<file path="src/rtl/freq_meter_pkg.sv">
// freq_meter_pkg: shared state encoding and gate-window sizing helper for the
// gated-window frequency meter.
package freq_meter_pkg;

  typedef enum logic {
    IDLE    = 1'b0,
    MEASURE = 1'b1
  } state_e;

  // Number of clk_in cycles in one gate window.
  function automatic int gate_cycles(input int f_in, input int gate_hz);
    return f_in / gate_hz;
  endfunction

endpackage

</file>
<file path="src/rtl/sync_edge_detect.sv">
// sync_edge_detect: two-flop synchroniser for an asynchronous input followed
// by an edge register; emits a one-cycle pulse per synchronised rising edge.
module sync_edge_detect (
  input  logic clk_in,
  input  logic reset,
  input  logic sig_in,
  output logic rise_pulse
);

  logic s1_q, s2_q, s3_q;
  logic s1_d, s2_d, s3_d;

  // Next-state of the synchroniser chain and edge register.
  always_comb begin
    s1_d = sig_in;
    s2_d = s1_q;
    s3_d = s2_q;
  end

  // Synchroniser and edge-register flops, cleared by reset.
  always_ff @(posedge clk_in) begin
    if (reset) begin
      s1_q <= 1'b0;
      s2_q <= 1'b0;
      s3_q <= 1'b0;
    end else begin
      s1_q <= s1_d;
      s2_q <= s2_d;
      s3_q <= s3_d;
    end
  end

  assign rise_pulse = s2_q & ~s3_q;

endmodule

</file>
<file path="src/rtl/freq_meter.sv">
// freq_meter: counts rising edges of an asynchronous input over a fixed gate
// window of F_IN/GATE_HZ clk_in cycles and reports the result with a strobe.
module freq_meter
  import freq_meter_pkg::*;
#(
  parameter int F_IN    = 100_000_000,
  parameter int GATE_HZ = 1,
  parameter int COUNT_W = 32
) (
  input  logic               clk_in,
  input  logic               reset,
  input  logic               sig_in,
  input  logic               start,
  input  logic               continuous,
  output logic               busy,
  output logic [COUNT_W-1:0] count_out,
  output logic               valid,
  output logic               overflow
);

  localparam int GC  = gate_cycles(F_IN, GATE_HZ);
  localparam int GCW = $clog2(GC);
  localparam logic [GCW-1:0]     GATE_LAST = GCW'(GC - 1);
  localparam logic [COUNT_W-1:0] CNT_MAX   = {COUNT_W{1'b1}};

  logic rise_pulse;

  sync_edge_detect u_sync (
    .clk_in     (clk_in),
    .reset      (reset),
    .sig_in     (sig_in),
    .rise_pulse (rise_pulse)
  );

  state_e             state_q, state_d;
  logic [GCW-1:0]     gate_cnt_q, gate_cnt_d;
  logic [COUNT_W-1:0] edge_cnt_q, edge_cnt_d;
  logic               sat_q, sat_d;
  logic [COUNT_W-1:0] count_q, count_d;
  logic               ovf_q, ovf_d;
  logic               valid_q, valid_d;
  logic               busy_q, busy_d;

  // Edge count and saturation flag including the edge seen this cycle.
  logic [COUNT_W-1:0] cnt_next;
  logic               sat_next;

  // Saturating increment of the edge counter.
  always_comb begin
    cnt_next = edge_cnt_q;
    sat_next = sat_q;
    if (rise_pulse) begin
      if (edge_cnt_q == CNT_MAX) begin
        sat_next = 1'b1;
      end else begin
        cnt_next = edge_cnt_q + {{(COUNT_W-1){1'b0}}, 1'b1};
      end
    end else begin
      cnt_next = edge_cnt_q;
    end
  end

  // Window sequencing: gate counter, result latching and mode handling.
  always_comb begin
    state_d    = state_q;
    gate_cnt_d = gate_cnt_q;
    edge_cnt_d = edge_cnt_q;
    sat_d      = sat_q;
    count_d    = count_q;
    ovf_d      = ovf_q;
    valid_d    = 1'b0;
    busy_d     = busy_q;
    case (state_q)
      IDLE: begin
        if (start | continuous) begin
          state_d    = MEASURE;
          busy_d     = 1'b1;
          gate_cnt_d = {GCW{1'b0}};
          edge_cnt_d = {COUNT_W{1'b0}};
          sat_d      = 1'b0;
        end else begin
          busy_d = 1'b0;
        end
      end
      MEASURE: begin
        if (gate_cnt_q == GATE_LAST) begin
          count_d    = cnt_next;
          ovf_d      = sat_next;
          valid_d    = 1'b1;
          gate_cnt_d = {GCW{1'b0}};
          edge_cnt_d = {COUNT_W{1'b0}};
          sat_d      = 1'b0;
          if (continuous) begin
            busy_d = 1'b1;
          end else begin
            state_d = IDLE;
            busy_d  = 1'b0;
          end
        end else begin
          gate_cnt_d = gate_cnt_q + {{(GCW-1){1'b0}}, 1'b1};
          edge_cnt_d = cnt_next;
          sat_d      = sat_next;
        end
      end
      default: begin
        state_d = IDLE;
        busy_d  = 1'b0;
      end
    endcase
  end

  // FSM state, counters and registered outputs.
  always_ff @(posedge clk_in) begin
    if (reset) begin
      state_q    <= IDLE;
      gate_cnt_q <= {GCW{1'b0}};
      edge_cnt_q <= {COUNT_W{1'b0}};
      sat_q      <= 1'b0;
      count_q    <= {COUNT_W{1'b0}};
      ovf_q      <= 1'b0;
      valid_q    <= 1'b0;
      busy_q     <= 1'b0;
    end else begin
      state_q    <= state_d;
      gate_cnt_q <= gate_cnt_d;
      edge_cnt_q <= edge_cnt_d;
      sat_q      <= sat_d;
      count_q    <= count_d;
      ovf_q      <= ovf_d;
      valid_q    <= valid_d;
      busy_q     <= busy_d;
    end
  end

  assign busy      = busy_q;
  assign count_out = count_q;
  assign valid     = valid_q;
  assign overflow  = ovf_q;

endmodule

</file>
<file path="config.mk">
export PLATFORM = sky130hd
export DESIGN_NAME = freq_meter
export DESIGN_NICKNAME = d
export VERILOG_FILES = /design/src/rtl/freq_meter_pkg.sv /design/src/rtl/sync_edge_detect.sv /design/src/rtl/freq_meter.sv
export SDC_FILE = /design/constraint.sdc
export NUM_CORES = 1
export LEC_CHECK = 0
export BUFFER_PORTS_ARGS = -buffer_cell sky130_fd_sc_hd__buf_2
export CORE_MARGIN = 4
export CORE_UTILIZATION = 45
export CTS_CLUSTER_SIZE = 30
export DETAILED_ROUTE_END_ITERATION = 10
export SLEW_MARGIN = 40
export SYNTH_ARGS = -nofsm -noshare
export SYNTH_HDL_FRONTEND = slang
export SYNTH_SLANG_ARGS = --single-unit
export TNS_END_PERCENT = 10
</file>
<file path="constraint.sdc">
create_clock -name clk_in -period 2.7 [get_ports clk_in]
set_input_delay 0.27 -clock clk_in [delete_from_list [all_inputs] [get_ports clk_in]]
set_output_delay 0.27 -clock clk_in [all_outputs]
set_load 0.005 [all_outputs]
</file>
==> reports/results.txt, run 1 <==
largest family of logic cells by synthesized area: compound AO/OA/AOI/OAI gates
period utilization: 0.881
syn_nets: 663
fill cell count: 1095
Worst-Skew Late Latency: 0.36 ns
RSZ-0062 raised after global routing: no
via count: 5280
fin. max-slew vios: 0
cell count after synthesis: 656
H-tree depth: 3
Max-Cap Viols: 0
Distinct cells, synth: 59
area grow syn2layout: 13.6%
Total Routing Usage GR: 0.222
Crit Path Class: reg2reg
die area: 0.0135 sq mm
Multi-input gate area: 0.00300 sq mm
1st-iter DRT viols: 428
drt via density: 6.40
DR WL/cell: 17.7 um
Critical Path RT: 2.97 ns
iteration count of the initial detailed-routing pass: 5
CP Capture Type: flop
final setup margin: 0.322 ns
Mean Syn Cell Area: 8.06 sq um
Cell Area, Synth: 0.00529 sq mm
Hold Path Class: in2reg
Die Ht: 116 um
Initial Util: 0.461
Post-CTS Setup Repair Bufs: 0
setup tns final: 0 ns
yosys warns: 0
n_diodes: 0
Synth Area in Simple Gates: 0.255
async set-reset flop share out of synthesis: 0
EDFF count, synth: 0
TritonCTS clock tree: built
CTS max path bufs: 2
antenna violations before repair: 0
RD Place Congestion: 0.852
CTS sink count: 99
Ports: 40
Root Driver: clkbuf_16
Synth Area in XOR/XNOR: 0.00663
leakage: 2.03 nW
first-pass GRT wire length: 24000 um
pwr/cell area: 508 mW/mm^2
Placed Area: 0.00567 sq mm
status: finished, final reports clean
Setup-failing EPs final: 0
post-route ant nets: 0
Final Hold Violating Endpoints: 0
clk slew on worst S/H paths: 0.07 ns
Core Area: 0.0115 sq mm
port bufs: 39
num rows: 39
register area share after synthesis: 0.375
DRC: 0
crit-path max FO: 13
Slew @ Worst Pin: 0.700 ns
nets: 684
final core utilization: 0.524
max_slew headroom: 0.533
mux contribution to synthesized area: 0.00947
peak supply drop: 0.439 mV
fmax: 420 MHz
Total Wirelength: 14600 um
share of cells above drive strength 1: 0.150
WP data arrival: 2.65 ns
Worst Setup Slack post-DPL: 0.336 ns
post-synthesis register bit count: 99
Resized cells post-CTS: 0
die width: 116 um
register area: 0.00198 sq mm
top_reg_cell synth: dfxtp_1
Worst Skew: 0.00540 ns
area share of fa/ha/maj cells after synthesis: 0.00473
GRT overflow: 0
hpwl dp: 9730 um
CTS hold repair buffers: 0
crit path time final: 2.38 ns
vias in the first global route: 4868
Synth Area in Compound Gates: 0.288
pin count of the biggest net entering global routing: 65
Final Instance Area: 0.00600 sq mm
TritonCTS Buffers: 9
CP Launch Type: flop
-- worst paths after layout --
path / cells after the start / to / start / slack, ns
worst max-delay path: 6 / count_out[26] / edge_cnt_q[1] / 0.32
worst min-delay path: 2 / u_sync.s1_q / sig_in / 0.13
worst max register to register: 6 / count_out[26] / edge_cnt_q[1] / 0.32
worst min register to register: 1 / u_sync.s3_q / u_sync.s2_q / 0.49
-- placed cells by master, fill, tap and decap left out, types with 3 or more instances in the layout --
cell type / count
o31ai_1: 9
and2_1: 5
o21ai_0: 52
or4_1: 5
nand3_1: 29
and3_1: 15
nand2_1: 45
buf_2: 39
a31oi_1: 58
clkbuf_16: 9
mux2i_1: 5
nor2_1: 37
nand4b_1: 3
inv_1: 13
nor2b_1: 5
a311oi_1: 23
nor4_1: 9
a21oi_1: 23
xnor2_1: 4
a41oi_1: 17
dfxtp_1: 99
o21bai_1: 17
a211oi_1: 10
nand2b_1: 5
or3_1: 23
nor4_2: 3
nand4_1: 18
nor3_1: 18
and4_1: 10
buf_4: 30
-- logic make-up (layout without fill, tap and decap cells) --
family | count (synthesis) | count (layout)
AO/OA/AOI/OAI | 228 | 228
AND/OR/NAND/NOR | 244 | 244
flip-flops | 99 | 99
multiplexers | 5 | 5
buffers and inverters | 74 | 100
XOR/XNOR | 4 | 4
adder cells (fa/ha/maj) | 2 | 2
-- critical path, cell delays in order, from the launching register on --
cell	delay, ns
dfxtp_1	0.39
ha_1	0.19
and4_1	0.35
nand3_1	0.23
a211o_1	0.49
or3_1	0.39
a311oi_1	0.25
-- metrics by stage --
step           hold slack (ns)  total power [mW]  instances
2_1_floorplan            0.398              1.60        656
3_3_place_gp             0.453              1.64        809
3_5_place_dp             0.461              1.64        809
4_1_cts                  0.115              3.09        825
5_1_grt                  0.134              3.16        825
6_report                 0.126              3.05        825
-- cell type report --
type / instances / share of cell area
multi-input cells: 483 / 0.500
well taps: 143 / 0.0298
clock inverters: 4 / 0.0121
inverters: 13 / 0.00813
flip-flops and latches: 99 / 0.330
clock buffers: 12 / 0.0427
repair buffers: 71 / 0.0767
-- flip-flops by register name, indices dropped and copies added, names as in the netlist --
name / count
u_sync.s1_q: 1
busy: 1
sat_q: 1
edge_cnt_q: 32
u_sync.s3_q: 1
state_q: 1
count_out: 32
valid: 1
gate_cnt_q: 27
overflow: 1
u_sync.s2_q: 1
-- power breakdown --
part | internal, mW | switching, mW
clock | 0.862 | 0.580
sequential | 1.47 | 0.00714
combinational | 0.0440 | 0.0934
total | 2.37 | 0.680
-- synthesized netlist by cell type (3+ instances only) --
cell	n	share of area
or4_1	5	0.0071
nand3_1	29	0.027
nand4b_1	3	0.0050
mux2i_1	5	0.0095
a211oi_1	10	0.014
and2_1	5	0.0059
o21bai_1	17	0.024
nor2b_1	5	0.0059
a41oi_1	17	0.028
a31oi_1	58	0.069
nor3_1	19	0.018
nand4_1	18	0.021
o21ai_0	52	0.049
nand2b_1	5	0.0059
nor4_1	10	0.012
buf_6	3	0.0064
a311oi_1	23	0.038
dfxtp_1	99	0.37
or3_1	23	0.027
buf_2	12	0.011
and3_1	16	0.019
nand2_1	45	0.032
inv_1	13	0.0092
o31ai_1	9	0.013
clkbuf_1	41	0.029
nor2_1	37	0.026
buf_1	3	0.0021
a21oi_1	24	0.023
and4_1	10	0.017
xnor2_1	4	0.0066
-- routing by layer --
layer / track usage / wire length, um
met5: 0 / 0
met2: 0.357 / 6920
met4: 0.101 / 425
met1: 0.286 / 6750
met3: 0.0466 / 521
(Power assumes the default switching activity.)
==> run 2: changes to the inputs <==
- ABC_AREA: default -> 1
==> reports/results.txt, run 2 <==
status: finished, final reports clean
die area: 0.0144 sq mm
RSZ-0062 raised after global routing: no
fill cell count: 1342
Total Routing Usage GR: 0.202
CP bufs+invs: 3
vias in the first global route: 5118
Cell Area, Synth: 0.00566 sq mm
Critical Path RT: 2.94 ns
DR WL/cell: 12.5 um
clk slew on worst S/H paths: 0.06 ns
Crit Path Class: reg2reg
hpwl dp: 10000 um
yosys warns: 0
Initial Util: 0.465
fmax: 434 MHz
Synth Area in XOR/XNOR: 0.0124
Total Wirelength: 13900 um
Layout Cells excl Fill: 1112
fin. max-slew vios: 0
pin count of the biggest net entering global routing: 70
Post-CTS Setup Repair Bufs: 0
register area share after synthesis: 0.350
placed insts: 1099
num rows: 40
Setup-failing EPs final: 0
Resized cells post-CTS: 0
Ports: 40
Hold Path Class: in2reg
leading cell type in the layout, fill and taps excluded: nand2_1
mux contribution to synthesized area: 0
crit-path max FO: 33
EDFF count, synth: 0
Final Hold Violating Endpoints: 0
max_slew headroom: 0.628
share of cells above drive strength 1: 0.0900
setup tns final: 0 ns
CTS hold repair buffers: 0
cell count after synthesis: 918
1st-iter DRT viols: 383
CTS sink count: 99
peak supply drop: 0.212 mV
drt via density: 4.98
Post-synth top cells: nand2_1, inv_1, dfxtp_1
die width: 120 um
Max-Cap Viols: 0
area grow syn2layout: 10.6%
critical-path cell list: ha_1, inv_1, nor2_8, nand2_4, nor2_4, nand3_4, nand2_1, inv_1, nand2_1, nand2_1, o21ai_0, inv_1
post-route ant nets: 0
Worst Skew: 0.00572 ns
iteration count of the initial detailed-routing pass: 5
largest area contributor in the synthesized netlist: dfxtp_1
H-tree depth: 3
via count: 5539
crit path time final: 2.31 ns
Die Ht: 120 um
Synth Area in Simple Gates: 0.378
TritonCTS clock tree: built
RD Place Congestion: 0.961
post-synthesis register bit count: 99
n_diodes: 0
area share of fa/ha/maj cells after synthesis: 0.00442
CP Launch Type: flop
worst hold slack: 0.139 ns
Synth top area share: 0.350
nets: 949
first-pass GRT wire length: 23900 um
syn_nets: 925
Distinct cells, synth: 38
TritonCTS Buffers: 9
CP delay by family, top: simple AND/OR/NAND/NOR gates
synth top area cells: dfxtp_1, nand2_1, inv_1
port bufs: 39
GRT overflow: 0
antenna violations before repair: 0
CP Capture Type: flop
slowest CP cell: dfxtp_1
critical path's largest stage delay: 0.41 ns
top_reg_cell synth: dfxtp_1
Root Driver: clkbuf_16
leakage: 2.64 nW
async set-reset flop share out of synthesis: 0
Synth Area in Compound Gates: 0.134
Mean Syn Cell Area: 6.17 sq um
CTS max path bufs: 2
Slew @ Worst Pin: 0.555 ns
top-count cell post-synth: nand2_1
period utilization: 0.854
largest family of logic cells by synthesized area: simple AND/OR/NAND/NOR gates
Core Area: 0.0122 sq mm
DRC: 0
Worst-Skew Late Latency: 0.34 ns
highest-count cells in the layout ignoring fill and taps: nand2_1, inv_1, dfxtp_1
WP data arrival: 2.55 ns
pwr/cell area: 435 mW/mm^2
run 2: path summary, 6_finish.rpt:
check | start | end | slack [ns] | depth (start not counted)
setup / recovery | edge_cnt_q[1] | count_out[1] | 0.39 | 12
hold / removal | sig_in | u_sync.s1_q | 0.14 | 3
setup reg to reg | edge_cnt_q[1] | count_out[1] | 0.39 | 12
hold reg to reg | u_sync.s1_q | u_sync.s2_q | 0.42 | 2
run 2: power by group:
| group | switching, mW | internal (mW) |
|---|---|---|
| logic | 0.0820 | 0.0285 |
| registers | 0.00538 | 1.47 |
| clock network | 0.504 | 0.635 |
| total | 0.591 | 2.13 |
run 2: per-layer routing:
| metal | track usage | share of wire | vias to the layer above | routed length, um |
|---|---|---|---|---|
| li1 | - | - | 2958 | - |
| met1 | 0.250 | 0.45 | 2455 | 6280 |
| met2 | 0.354 | 0.49 | 101 | 6780 |
| met3 | 0.0278 | 0.035 | 25 | 480 |
| met4 | 0.0752 | 0.024 | 0 | 326 |
| met5 | 0 | 0 | - | 0 |
run 2: logic make-up after synthesis:
kind of cell	Yosys count
xor gates and xnor gates	8
DFF	99
and+or+nand+nor	491
adders and majority gates	2
AOI/OAI and AO/OA	145
buffers and inverters	173
run 2: final cells by class:
type	count	area, sq um	area share
sequential	99	1980	0.317
inverter	138	518	0.0827
tap	168	210	0.0336
clock buffer	13	250	0.0400
timing repair buffer	48	300	0.0480
multi-input combinational	646	3000	0.479
run 2: worst min-delay path, delay by kind of cell:
family,cells,cell delay (ns)
buffers and inverters,2,0.12
and+or+nand+nor,1,0.07
run 2: through the flow:
| stage | util | worst slack, ns | instance area (sq um) | total power [mW] |
|---|---|---|---|---|
| after floorplan | - | 0.886 | 5660 | 1.57 |
| after global placement | 0.494 | 0.506 | 6010 | 1.61 |
| after detailed placement | 0.494 | 0.377 | 6010 | 1.62 |
| after CTS | 0.515 | 0.367 | 6260 | 2.76 |
| after global routing | 0.515 | 0.0954 | 6260 | 2.84 |
| final | 0.515 | 0.394 | 6260 | 2.72 |
==> run 3: changes to the inputs <==
- CELL_PAD_IN_SITES_DETAIL_PLACEMENT: default -> 0
- CELL_PAD_IN_SITES_GLOBAL_PLACEMENT: default -> 2
- CORE_UTILIZATION: 45 -> 33
- PLACE_DENSITY_LB_ADDON: default -> 0.1
==> reports/results.txt, run 3 (synthesis results as in run 2) <==
highest-count cells in the layout ignoring fill and taps: nand2_1, inv_1, dfxtp_1
Hold Path End: u_sync.s1_q
RD Place Congestion: 0.857
share of cells above drive strength 1: 0.0958
CTS sink count: 99
Total Routing Usage GR: 0.177
Placed Area: 0.00609 sq mm
Worst Setup Slack post-DPL: 0.512 ns
Comb pwr share: 0.040
Final Instance Area: 0.00639 sq mm
Resized cells post-CTS: 0
pwr/cell area: 462 mW/mm^2
RSZ-0062 raised after global routing: no
Pint: 2.29 mW
CTS max path bufs: 2
Setup-failing EPs final: 0
Hold Path Cell Cnt: 3
die area: 0.0193 sq mm
Worst-Skew Late Latency: 0.35 ns
via count: 5635
status: finished, final reports clean
Root Driver: clkbuf_16
period utilization: 0.810
Critical Path RT: 2.94 ns
final core utilization: 0.383
CP Launch Type: flop
Core Area: 0.0167 sq mm
sw frac: 0.225
antenna violations before repair: 0
sequential share of power: 0.498
peak supply drop: 0.298 mV
Initial Util: 0.339
FF-to-FF path depth: 13
Max-Cap Viols: 0
fmax: 457 MHz
crit-path max FO: 18
final setup margin: 0.514 ns
Worst Skew: 0.00842 ns
setup tns final: 0 ns
hpwl dp: 11700 um
Die Ht: 139 um
crit path time final: 2.19 ns
total power: 2.95 mW
leading cell type in the layout, fill and taps excluded: nand2_1
reg2reg start: edge_cnt_q[1]
drt via density: 4.82
Slew @ Worst Pin: 0.544 ns
H-tree depth: 3
CP Capture Type: flop
reg2reg end: count_out[21]
Hold Path Class: in2reg
WP data arrival: 2.43 ns
nets: 952
first-pass GRT wire length: 27900 um
CTS hold repair buffers: 0
Total Wirelength: 16700 um
port bufs: 39
DR WL/cell: 14.3 um
GRT overflow: 0
1st-iter DRT viols: 329
Post-CTS Setup Repair Bufs: 0
pin count of the biggest net entering global routing: 59
area grow syn2layout: 13.0%
vias in the first global route: 5301
DRC: 0
Crit Path Class: reg2reg
Clk pwr share: 0.463
Final Hold Violating Endpoints: 0
post-route ant nets: 0
iteration count of the initial detailed-routing pass: 5
Psw: 0.664 mW
Ports: 40
num rows: 47
TritonCTS clock tree: built
hold path start: sig_in
clk slew on worst S/H paths: 0.07 ns
leakage: 2.68 nW
max_slew headroom: 0.636
n_diodes: 0
TritonCTS Buffers: 9
R2R Setup Slk: 0.51 ns
die width: 139 um
fin. max-slew vios: 0
run 3: routing by layer:
layer | wire length [um] | global-route usage | vias up
met5 | 0 | 0 | -
met4 | 239 | 0.0458 | 0
met3 | 586 | 0.0376 | 20
met2 | 7430 | 0.281 | 94
met1 | 8430 | 0.244 | 2563
li1 | - | - | 2958
run 3: final cells by class:
| class | instances | area (sq um) |
|---|---|---|
| Clock buffer | 15 | 278 |
| Clock inverter | 1 | 30.0 |
| Fill cell | 1876 | 10300 |
| Inverter | 138 | 518 |
| Multi-Input combinational cell | 646 | 3000 |
| Sequential cell | 99 | 1980 |
| Tap cell | 220 | 275 |
| Timing Repair Buffer | 51 | 310 |
run 3: how the worst max path moves through the flow:
stage	from	endpoint	depth (start not counted)
finish	edge_cnt_q[1]	count_out[21]	13
global route	edge_cnt_q[1]	edge_cnt_q[28]	12
CTS	edge_cnt_q[1]	count_out[21]	13
detailed placement	edge_cnt_q[1]	count_out[21]	13
global placement	edge_cnt_q[1]	count_out[21]	13
floorplan	edge_cnt_q[0]	count_out[9]	12
run 3: power groups by stage:
stage / Combinational (mW) / Sequential [mW] / Clock [mW]
4_1_cts: 0.120 / 1.47 / 1.44
5_1_grt: 0.131 / 1.47 / 1.49
6_report: 0.117 / 1.47 / 1.37
2_1_floorplan: 0.0701 / 1.50 / 0
3_5_place_dp: 0.120 / 1.50 / 0
3_3_place_gp: 0.120 / 1.50 / 0
run 3: per-stage QoR:
step | hold WS (ns) | instances
after floorplan | 0.377 | 918
after global placement | 0.403 | 1154
after detailed placement | 0.405 | 1154
after CTS | 0.108 | 1170
after global routing | 0.127 | 1170
final | 0.120 | 1170
run 3: worst max-delay path, cell delays in order (launching register included):
cell and delay (ns):
dfxtp_1 0.41, ha_1 0.27, inv_1 0.13, nor2_8 0.20
nand2_4 0.07, nor2_4 0.16, nand3_4 0.21, buf_4 0.27
nand2_1 0.07, nand2_1 0.06, nand2_1 0.05, nand2_1 0.05
o211ai_1 0.07, inv_1 0.05
